[config.mk]
export PLATFORM = sky130hd
export DESIGN_NAME = renorm_precarry
export DESIGN_NICKNAME = d
export VERILOG_FILES = /design/src/rtl/renorm_precarry.sv
export SDC_FILE = /design/constraint.sdc
export NUM_CORES = 1
export LEC_CHECK = 0
export ABC_AREA = 1
export CAP_MARGIN = 20
export CORE_ASPECT_RATIO = 0.8
export CORE_UTILIZATION = 46
export CTS_BUF_LIST = sky130_fd_sc_hd__clkbuf_4 sky130_fd_sc_hd__clkbuf_8
export DETAILED_ROUTE_END_ITERATION = 10
export PLACE_DENSITY_LB_ADDON = 0.2
export SLEW_MARGIN = 20
export SYNTH_ARGS = -nofsm -noshare
export SYNTH_HDL_FRONTEND = slang
export SYNTH_SLANG_ARGS = --single-unit
export TNS_END_PERCENT = 10
[constraint.sdc]
create_clock -name clk -period 6.4 [get_ports clk]
set_input_delay 1.28 -clock clk [delete_from_list [all_inputs] [get_ports clk]]
set_output_delay 1.28 -clock clk [all_outputs]
set_load 0.03 [all_outputs]
[src/rtl/renorm_precarry.sv]
// renorm_precarry: AV1 encoder range renormalisation with pre-carry symbol emission.
// Shifts range/low by the leading-zero count and queues 9-bit pre-carry symbols in a small FIFO.
module renorm_precarry #(
  parameter int RANGE_WIDTH = 16,
  parameter int D_SIZE      = 4,
  parameter int LOW_WIDTH   = 32,
  parameter int FIFO_DEPTH  = 4
) (
  input  logic                   clk,
  input  logic                   reset,
  input  logic                   in_valid,
  output logic                   in_ready,
  input  logic [RANGE_WIDTH-1:0] in_range,
  input  logic [D_SIZE-1:0]      in_lzc,
  input  logic                   in_v,
  input  logic [RANGE_WIDTH-1:0] in_low_inc,
  input  logic                   in_flush,
  output logic [RANGE_WIDTH-1:0] out_range,
  output logic                   out_valid,
  input  logic                   out_ready,
  output logic [8:0]             out_sym,
  output logic                   flush_done,
  output logic                   err
);
  localparam int PTR_W = $clog2(FIFO_DEPTH);
  localparam logic [PTR_W:0] READY_MAX = (PTR_W+1)'(FIFO_DEPTH - 2);
  localparam logic signed [5:0] CNT_INIT = -6'sd9;

  function automatic logic [LOW_WIDTH-1:0] low_mask(input logic [5:0] sh);
    low_mask = (LOW_WIDTH'(1) << sh) - LOW_WIDTH'(1);
  endfunction

  // Round low up to a 2^14 boundary and set the terminating bit.
  function automatic logic [LOW_WIDTH-1:0] flush_round(input logic [LOW_WIDTH-1:0] low);
    flush_round = ((low + LOW_WIDTH'('h3FFF)) & ~LOW_WIDTH'('h3FFF)) | LOW_WIDTH'('h4000);
  endfunction

  logic [LOW_WIDTH-1:0]   low_p1;
  logic signed [5:0]      cnt_p1;
  logic [RANGE_WIDTH-1:0] range_p1;
  logic                   err_p1;
  logic                   flush_vld_p1;

  logic [8:0]   mem [FIFO_DEPTH];
  logic [PTR_W-1:0] wr_ptr, rd_ptr, wr_ptr_nx;
  logic [PTR_W:0]   occ, occ_nx;

  logic do_req, do_err, do_flush, pop;

  logic [LOW_WIDTH-1:0] lsum, l_fin, m, low_req;
  logic signed [5:0]    d_x, s_x, c_x, s_fin;
  logic [1:0]           req_n;
  logic [8:0]           req_s0, req_s1;

  logic [LOW_WIDTH-1:0] e0, e1;
  logic signed [5:0]    fc_x, fc2_x, fs_x;
  logic [1:0]           fl_n;
  logic [8:0]           fl_s0, fl_s1;

  logic [1:0] n_push;
  logic [8:0] push0, push1;

  assign in_ready  = (occ <= READY_MAX);
  assign out_valid = (occ != '0);
  assign out_sym   = out_valid ? mem[rd_ptr] : 9'd0;
  assign out_range = range_p1;
  assign err       = err_p1;
  assign flush_done = flush_vld_p1;

  assign do_req   = in_valid & in_ready & in_v;
  assign do_err   = in_valid & in_ready & ~in_v;
  assign do_flush = in_ready & in_flush & ~in_valid;
  assign pop      = out_valid & out_ready;

  // Request path: add increment, emit up to two bytes, renormalise.
  always_comb begin
    d_x    = 6'(in_lzc);
    lsum   = low_p1 + LOW_WIDTH'(in_low_inc);
    s_x    = cnt_p1 + d_x;
    c_x    = cnt_p1 + 6'sd16;
    m      = low_mask(c_x);
    l_fin  = lsum;
    s_fin  = s_x;
    req_n  = 2'd0;
    req_s0 = '0;
    req_s1 = '0;
    if (!s_x[5]) begin
      if (s_x >= 6'sd8) begin
        req_s0 = 9'(lsum >> c_x);
        l_fin  = lsum & m;
        c_x    = c_x - 6'sd8;
        m      = m >> 8;
        req_s1 = 9'(l_fin >> c_x);
        l_fin  = l_fin & m;
        req_n  = 2'd2;
      end else begin
        req_s0 = 9'(lsum >> c_x);
        l_fin  = lsum & m;
        req_n  = 2'd1;
      end
      s_fin = c_x + d_x - 6'sd24;
    end
    low_req = l_fin << in_lzc;
  end

  // Flush path: cnt never drops below -9, so at most two symbols.
  always_comb begin
    e0    = flush_round(low_p1);
    fc_x  = cnt_p1 + 6'sd16;
    fc2_x = fc_x - 6'sd8;
    fs_x  = cnt_p1 + 6'sd10;
    fl_s0 = 9'(e0 >> fc_x);
    e1    = e0 & low_mask(fc_x);
    fl_s1 = 9'(e1 >> fc2_x);
    fl_n  = 2'd0;
    if (fs_x > 6'sd8)      fl_n = 2'd2;
    else if (fs_x > 6'sd0) fl_n = 2'd1;
  end

  always_comb begin
    n_push = 2'd0;
    push0  = '0;
    push1  = '0;
    if (do_req) begin
      n_push = req_n;
      push0  = req_s0;
      push1  = req_s1;
    end else if (do_flush) begin
      n_push = fl_n;
      push0  = fl_s0;
      push1  = fl_s1;
    end
  end

  assign wr_ptr_nx = wr_ptr + 1'b1;
  assign occ_nx    = occ + (PTR_W+1)'(n_push) - (PTR_W+1)'(pop);

  // Stage p1: encoder state, FIFO pointers and status registers
  always_ff @(posedge clk) begin
    if (!reset) begin
      low_p1       <= '0;
      cnt_p1       <= CNT_INIT;
      range_p1     <= '0;
      err_p1       <= 1'b0;
      flush_vld_p1 <= 1'b0;
      wr_ptr       <= '0;
      rd_ptr       <= '0;
      occ          <= '0;
    end else begin
      flush_vld_p1 <= do_flush;
      if (do_req) begin
        low_p1   <= low_req;
        cnt_p1   <= s_fin;
        range_p1 <= in_range << in_lzc;
      end else if (do_flush) begin
        low_p1 <= '0;
        cnt_p1 <= CNT_INIT;
      end
      if (do_err) err_p1 <= 1'b1;
      wr_ptr <= wr_ptr + PTR_W'(n_push);
      rd_ptr <= rd_ptr + PTR_W'(pop);
      occ    <= occ_nx;
    end
  end

  always_ff @(posedge clk) begin
    if (n_push != 2'd0) mem[wr_ptr]    <= push0;
    if (n_push == 2'd2) mem[wr_ptr_nx] <= push1;
  end
endmodule

==> Word level (Yosys, flattened, before mapping) <==
Memory sizes are Yosys's and may differ from the RTL's. A register that Yosys moved wholly into a read port is not among the register bits.
Index checks and enable logic that the tools add are counted.
{ "word_totals": {"register_bits": 63, "latch_bits": 0, "mem_bits_rw": 36, "romBits": 0, "in_bits": 42, "output_inout_bits": 29, "word_cells": 77, "n_memories": 1} }
{ "memory_table": {"columns": ["memory", "depth", "width", "read_ports", "rd_clocked_by_memory_dff", "wr", "line_no", "source"], "rows": [
  ["mem", 4, 9, 1, 1, 2, "44", "logic [8:0] mem [FIFO_DEPTH];"]
]} }
{ "classes": {"add_sub_neg": 14, "mul": 0, "div": 0, "order_cmp": 4, "eq_ne": 1, "shift": 7, "muxes": 28, "bitwise_logic": 11, "n_reduce_logical": 3} }
{ "ops": {"columns": ["cell", "count"], "rows": [
  ["$mux W32", 4],
  ["$shr A32 B6 Y9", 4],
  ["$mux W9", 8],
  ["$and A32 B32 Y32", 2],
  ["$add A32 B14 Y32 const B", 1],
  ["$add A32 B16 Y32", 1],
  ["$and A32 B24 Y32", 1],
  ["$shl A1 B6 Y32 const A", 1],
  ["$shl A32 B4 Y32", 1],
  ["$sub A32 B2 Y32 const B", 1],
  ["$mux W6", 5],
  ["$shl A16 B4 Y16", 1],
  ["$add A6 B5 Y6", 2],
  ["$mux W2", 6],
  ["$add A6 B5 Y6 const B", 1],
  ["$add A6 B6 Y6 const B", 1],
  ["$and A1 B1 Y1", 6],
  ["$ge A6 B5 Y1 const B", 1],
  ["$gt A6 B1 Y1 const B", 1],
  ["$gt A6 B5 Y1 const B", 1],
  ["$sub A6 B5 Y6 const B", 1],
  ["$sub A6 B6 Y6 const B", 1],
  ["$mux W1", 5],
  ["$reduce_bool A2 Y1", 2],
  ["9 further kinds", 10]
]} }

==> Logic depth before layout (Yosys ltp) <==
{ "logic_depth": {"word_depth": 9, "ltp_mapped": 25, "depth_no_buf": 24} }

==> Worst setup path after synthesis <==
OpenSTA, ideal clock, no wires.
{ "synth_timing": {"kind": "input -> register", "start": "in in_lzc[1]", "end": "reg cnt_p1[4]", "setup_ns": 0.125, "arrival_ns": 4.655, "required_time_ns": 6.275, "path_slack_ns": 1.620, "stages": 24, "path_buffers": 4, "path_cell_list": "clkbuf_1 inv_1 clkbuf_1 buf_1 fa_1 inv_1 nand3_1 nand2_1 xor2_1 nand2_1 inv_1 nor2_2 buf_2 xor2_1 ha_1 inv_1 ha_1 nand3_1 nand3_1 xor2_1 a21oi_1 o21ai_0 o21ai_0 nand2_1"} }
{ "synth_between": {"elab_chain_len": 8} }
{ "synth_rtl": {"columns": ["item", "line_no", "source"], "rows": [
  ["from (decl)", "14", "input logic [D_SIZE-1:0] in_lzc,"],
  ["$add A6 B5 Y6", "79", "s_x = cnt_p1 + d_x;"],
  ["$ge A6 B5 Y1", "88", "if (s_x >= 6'sd8) begin"],
  ["$mux W6", "88", null],
  ["$mux W6", "87", "if (!s_x[5]) begin"],
  ["$add A6 B5 Y6", "101", "s_fin = c_x + d_x - 6'sd24;"],
  ["$sub A6 B6 Y6", "101", null],
  ["$mux W6 *", "87", null],
  ["$mux W6 *", "151", "if (do_req) begin"],
  ["to (signal assigned)", "153", "cnt_p1 <= s_fin;"],
  ["to (decl)", "39", "logic signed [5:0] cnt_p1;"]
]} }
Mark *: on every way between the ends. The rest lies on a longest branch, timed or not. The select of a mux whose other input is x is not followed.
A chain may end at the register's enable or synchronous reset.

==> impl_metrics.toml <==
[placement]
port_buffers = 70
gp_congestion = 1.10
dp_hpwl_mm = 57.2
post_dp_cell_area_um2 = 15800

[synthesis]
synth_top_family_by_area = "simple AND/OR/NAND/NOR gates"
netlist_instances = 2835
yosysWarnings = 0
ys_ff_latch = 99
yosys.area_share.simple_pct = 58.3
async_flop_share_pct = 0
synthXorXnorAreaFrac_pct = 1.77
synth-adder-area-share_pct = 3.61
synth.cell_area_um2 = 14900
synth_compound_area_share_pct = 10.4
ys_types = 53
seq_area_frac_synth_pct = 15.7
synth_nets = 2917
syn_avg_cell_area_um2 = 5.26
synth_mux_area_share_pct = 0.402
synthFlopType = "dfxtp_1"
synth_edf_count = 36

[clock_tree]
numCtsBuffers = 9
root_buffer = "clkbuf_8"
cts_resized = 0
htree_num_levels = 3
clkTransAtPathRegs_ns = 0.13
ctsHoldBuffers = 0
cts_setup_buffers = 0
clock_path_buffers = 2
cts_sinks = 99
clk_latency_ns = 0.41
cts_tree = "built"

[drt]
num_vias = 20300
wirelength_mm = 73.6
vias_per_cell = 6.28
drtPass1Iterations = 8
drc = 0
post_drt_wl_per_cell_um = 22.8
drt_iter0_markers = 3357
ant_nets = 0

[cells_and_area]
drive_gt1_share_pct = 4.45
fin_util_pct = 50.6
multi_input_area_um2 = 11100
n_antenna_cell = 0
stdcell_area_um2 = 16000
nNetsFinal = 2883
fillers = 3448
syn2layout_area_growth_pct = 7.27
register_area_um2 = 2350

[die]
placementRows = 58
die_y_um = 163
core_um2 = 31600
start_util_pct = 47.2
dieArea_um2 = 33200
ios = 71
fp.dieW_um = 203

[timing]
timing.clock.skew_ns = 0.0338
setup_tns_ns = 0
tightest_slew_ns = 1.21
post-route-min-period_ns = 5.04
setup_violations = 0
fmax_mhz = 198
rsz0062_at_grt = "false"
max-slew-margin-rel_pct = 18.2
slew_violations = 0
fin_crit_sh_pct = 78.8
hold_viol = 0

[grt]
grt_use_total_pct = 43.5
grt_antenna_before_repair = 2
overflow = 0
grt_pass1_vias = 17800
grt_start_max_net_pins = 66
grt_pass1_wl_mm = 109

[critical_path]
r2r_slack_ns = 1.63
worstSetupPathType = "input port to flip-flop"
crit_arrival_ns = 5.09
required_ns = 6.45
startpoint_type = "input port"
crit_fanout = 25
worstSetupEndpointType = "flip-flop"

[outcome]
status = "finished clean"

[pwr]
swShare_pct = 61.7
power.switching_mw = 2.92
peakVddDrop_uv = 243
p_seq_share_pct = 18.6
powerDensity_nw_per_um2 = 295
power_frac_comb_pct = 71.4
p_leak_nw = 7.73
p_int_mw = 1.81
power.share.clock_pct = 9.9

[run]
maxCapViolCount = 0

[min_path]
hold_path_class = "flip-flop to flip-flop"
-- sequential cells by signal, summed over array words and instances, names as in the netlist --
register / flops
mem: 36
low_p1: 32
wr_ptr: 2
rd_ptr: 2
flush_done: 1
occ: 3
cnt_p1: 6
err: 1
out_range: 16
-- power groups by stage --
| stage | registers, mW | clock network (mW) | logic, mW |
|---|---|---|---|
| finish | 0.880 | 0.469 | 3.38 |
| global route | 0.887 | 0.482 | 3.57 |
| CTS | 0.872 | 0.469 | 3.20 |
| detailed placement | 0.886 | 0 | 3.18 |
| global placement | 0.883 | 0 | 3.18 |
| floorplan | 0.850 | 0 | 2.09 |
-- placed cells by master (no fill, tap or decap), types with 4 or more instances in the layout --
master,netlist,layout
nand3b_1,5,5
nor2_4,4,5
mux2i_1,6,6
o21ai_0,101,101
ha_1,35,35
dfxtp_1,63,61
a31oi_1,23,23
inv_1,208,206
clkdlybuf4s50_1,0,69
nand2_1,1038,1038
o21ai_1,18,18
nand2_2,11,11
o2111ai_1,4,4
nor3_4,4,4
xnor2_1,7,7
buf_4,4,34
inv_2,15,17
o21a_1,4,4
xor2_1,20,20
nor3_1,11,11
nor2_2,12,14
nand4_1,43,43
fa_1,5,5
and2_1,4,4
nand3_1,648,647
edfxtp_1,36,36
nor2_1,202,199
o211ai_1,12,12
or2_2,12,12
a21oi_1,102,102
clkbuf_8,0,9
a22oi_1,6,6
-- area by class of cell --
cell class                 instances  area share, %
clock inverter                     7          0.461
multi-input combinational       2360           69.5
tap                              420           3.28
timing repair buffer             104           5.94
clock buffer                       9          0.774
inverter                         227           5.34
sequential                        99           14.7
-- metal layers --
layer	wire (µm)	GRT usage (%)	share of wire [%]	vias to the layer above
met2	28200	59.7	38	1568
met1	30300	61.3	41	9176
met3	12400	15.8	17	203
met5	13	0	0.018	-
met4	2800	15.6	3.8	2
li1	-	-	-	9310
-- synthesized netlist by cell type, types with 4 or more instances --
cell type	n	area, µm²
a21oi_1	102	510
a22oi_1	6	45.0
a31oi_1	23	144
and2_1	4	25.0
buf_1	44	165
buf_2	23	115
buf_4	4	30.0
clkbuf_1	76	285
dfxtp_1	63	1260
edfxtp_1	36	1080
fa_1	5	100
ha_1	35	438
inv_1	208	781
inv_2	15	56.3
mux2i_1	6	60.1
nand2_1	1038	3900
nand2_2	11	68.8
nand3_1	648	3240
nand3b_1	5	37.5
nand4_1	43	269
nor2_1	202	758
nor2_2	12	75.1
nor2_4	4	45.0
nor3_1	11	55.1
nor3_4	4	65.1
o2111ai_1	4	35.0
o211ai_1	12	90.1
o21a_1	4	30.0
o21ai_0	101	505
o21ai_1	18	90.1
or2_2	12	75.1
xnor2_1	7	61.3
xor2_1	20	175
-- cell families (layout without fill, tap and decap cells) --
logic type	count (synthesis)	count (layout)
DFF	99	99
and+or+nand+nor	2003	2003
buffers and inverters	376	347
adders and majority gates	40	40
AOI/OAI and AO/OA	283	283
xor gates and xnor gates	28	28
muxes	6	6
-- final timing paths --
kind                      from      endpoint  cells past startpoint
hold / removal    out_range[0]  out_range[0]                      2
setup reg to reg     cnt_p1[0]     mem[2][1]                     18
setup / recovery     in_lzc[0]     mem[3][3]                     18
hold reg to reg   out_range[0]  out_range[0]                      2
-- worst max-delay path, cell delays in order --
cell and delay, ns:
clkdlybuf4s50_1 0.49, ha_1 0.22, inv_1 0.08, fa_1 0.38, inv_1 0.10, nand3_1 0.08
nand2_1 0.09, xor2_1 0.08, nand2_1 0.16, inv_1 0.13, nor2_2 0.09, buf_4 0.30
inv_2 0.17, nand2_1 0.14, nand2_2 0.21, nor3_4 0.43, inv_2 0.22, nand2_1 0.42
-- through the flow --
step / worst slack (ns) / instances / hold WS (ns) / power (mW)
6_report: 1.36 / 3226 / 0.472 / 4.73
3_5_place_dp: 1.11 / 3210 / 0.457 / 4.07
3_3_place_gp: 1.25 / 3210 / 0.449 / 4.06
4_1_cts: 1.53 / 3226 / 0.475 / 4.54
2_1_floorplan: 1.62 / 2835 / 0.462 / 2.94
5_1_grt: 1.10 / 3226 / 0.497 / 4.94
Power figures use the tool's default switching activity.
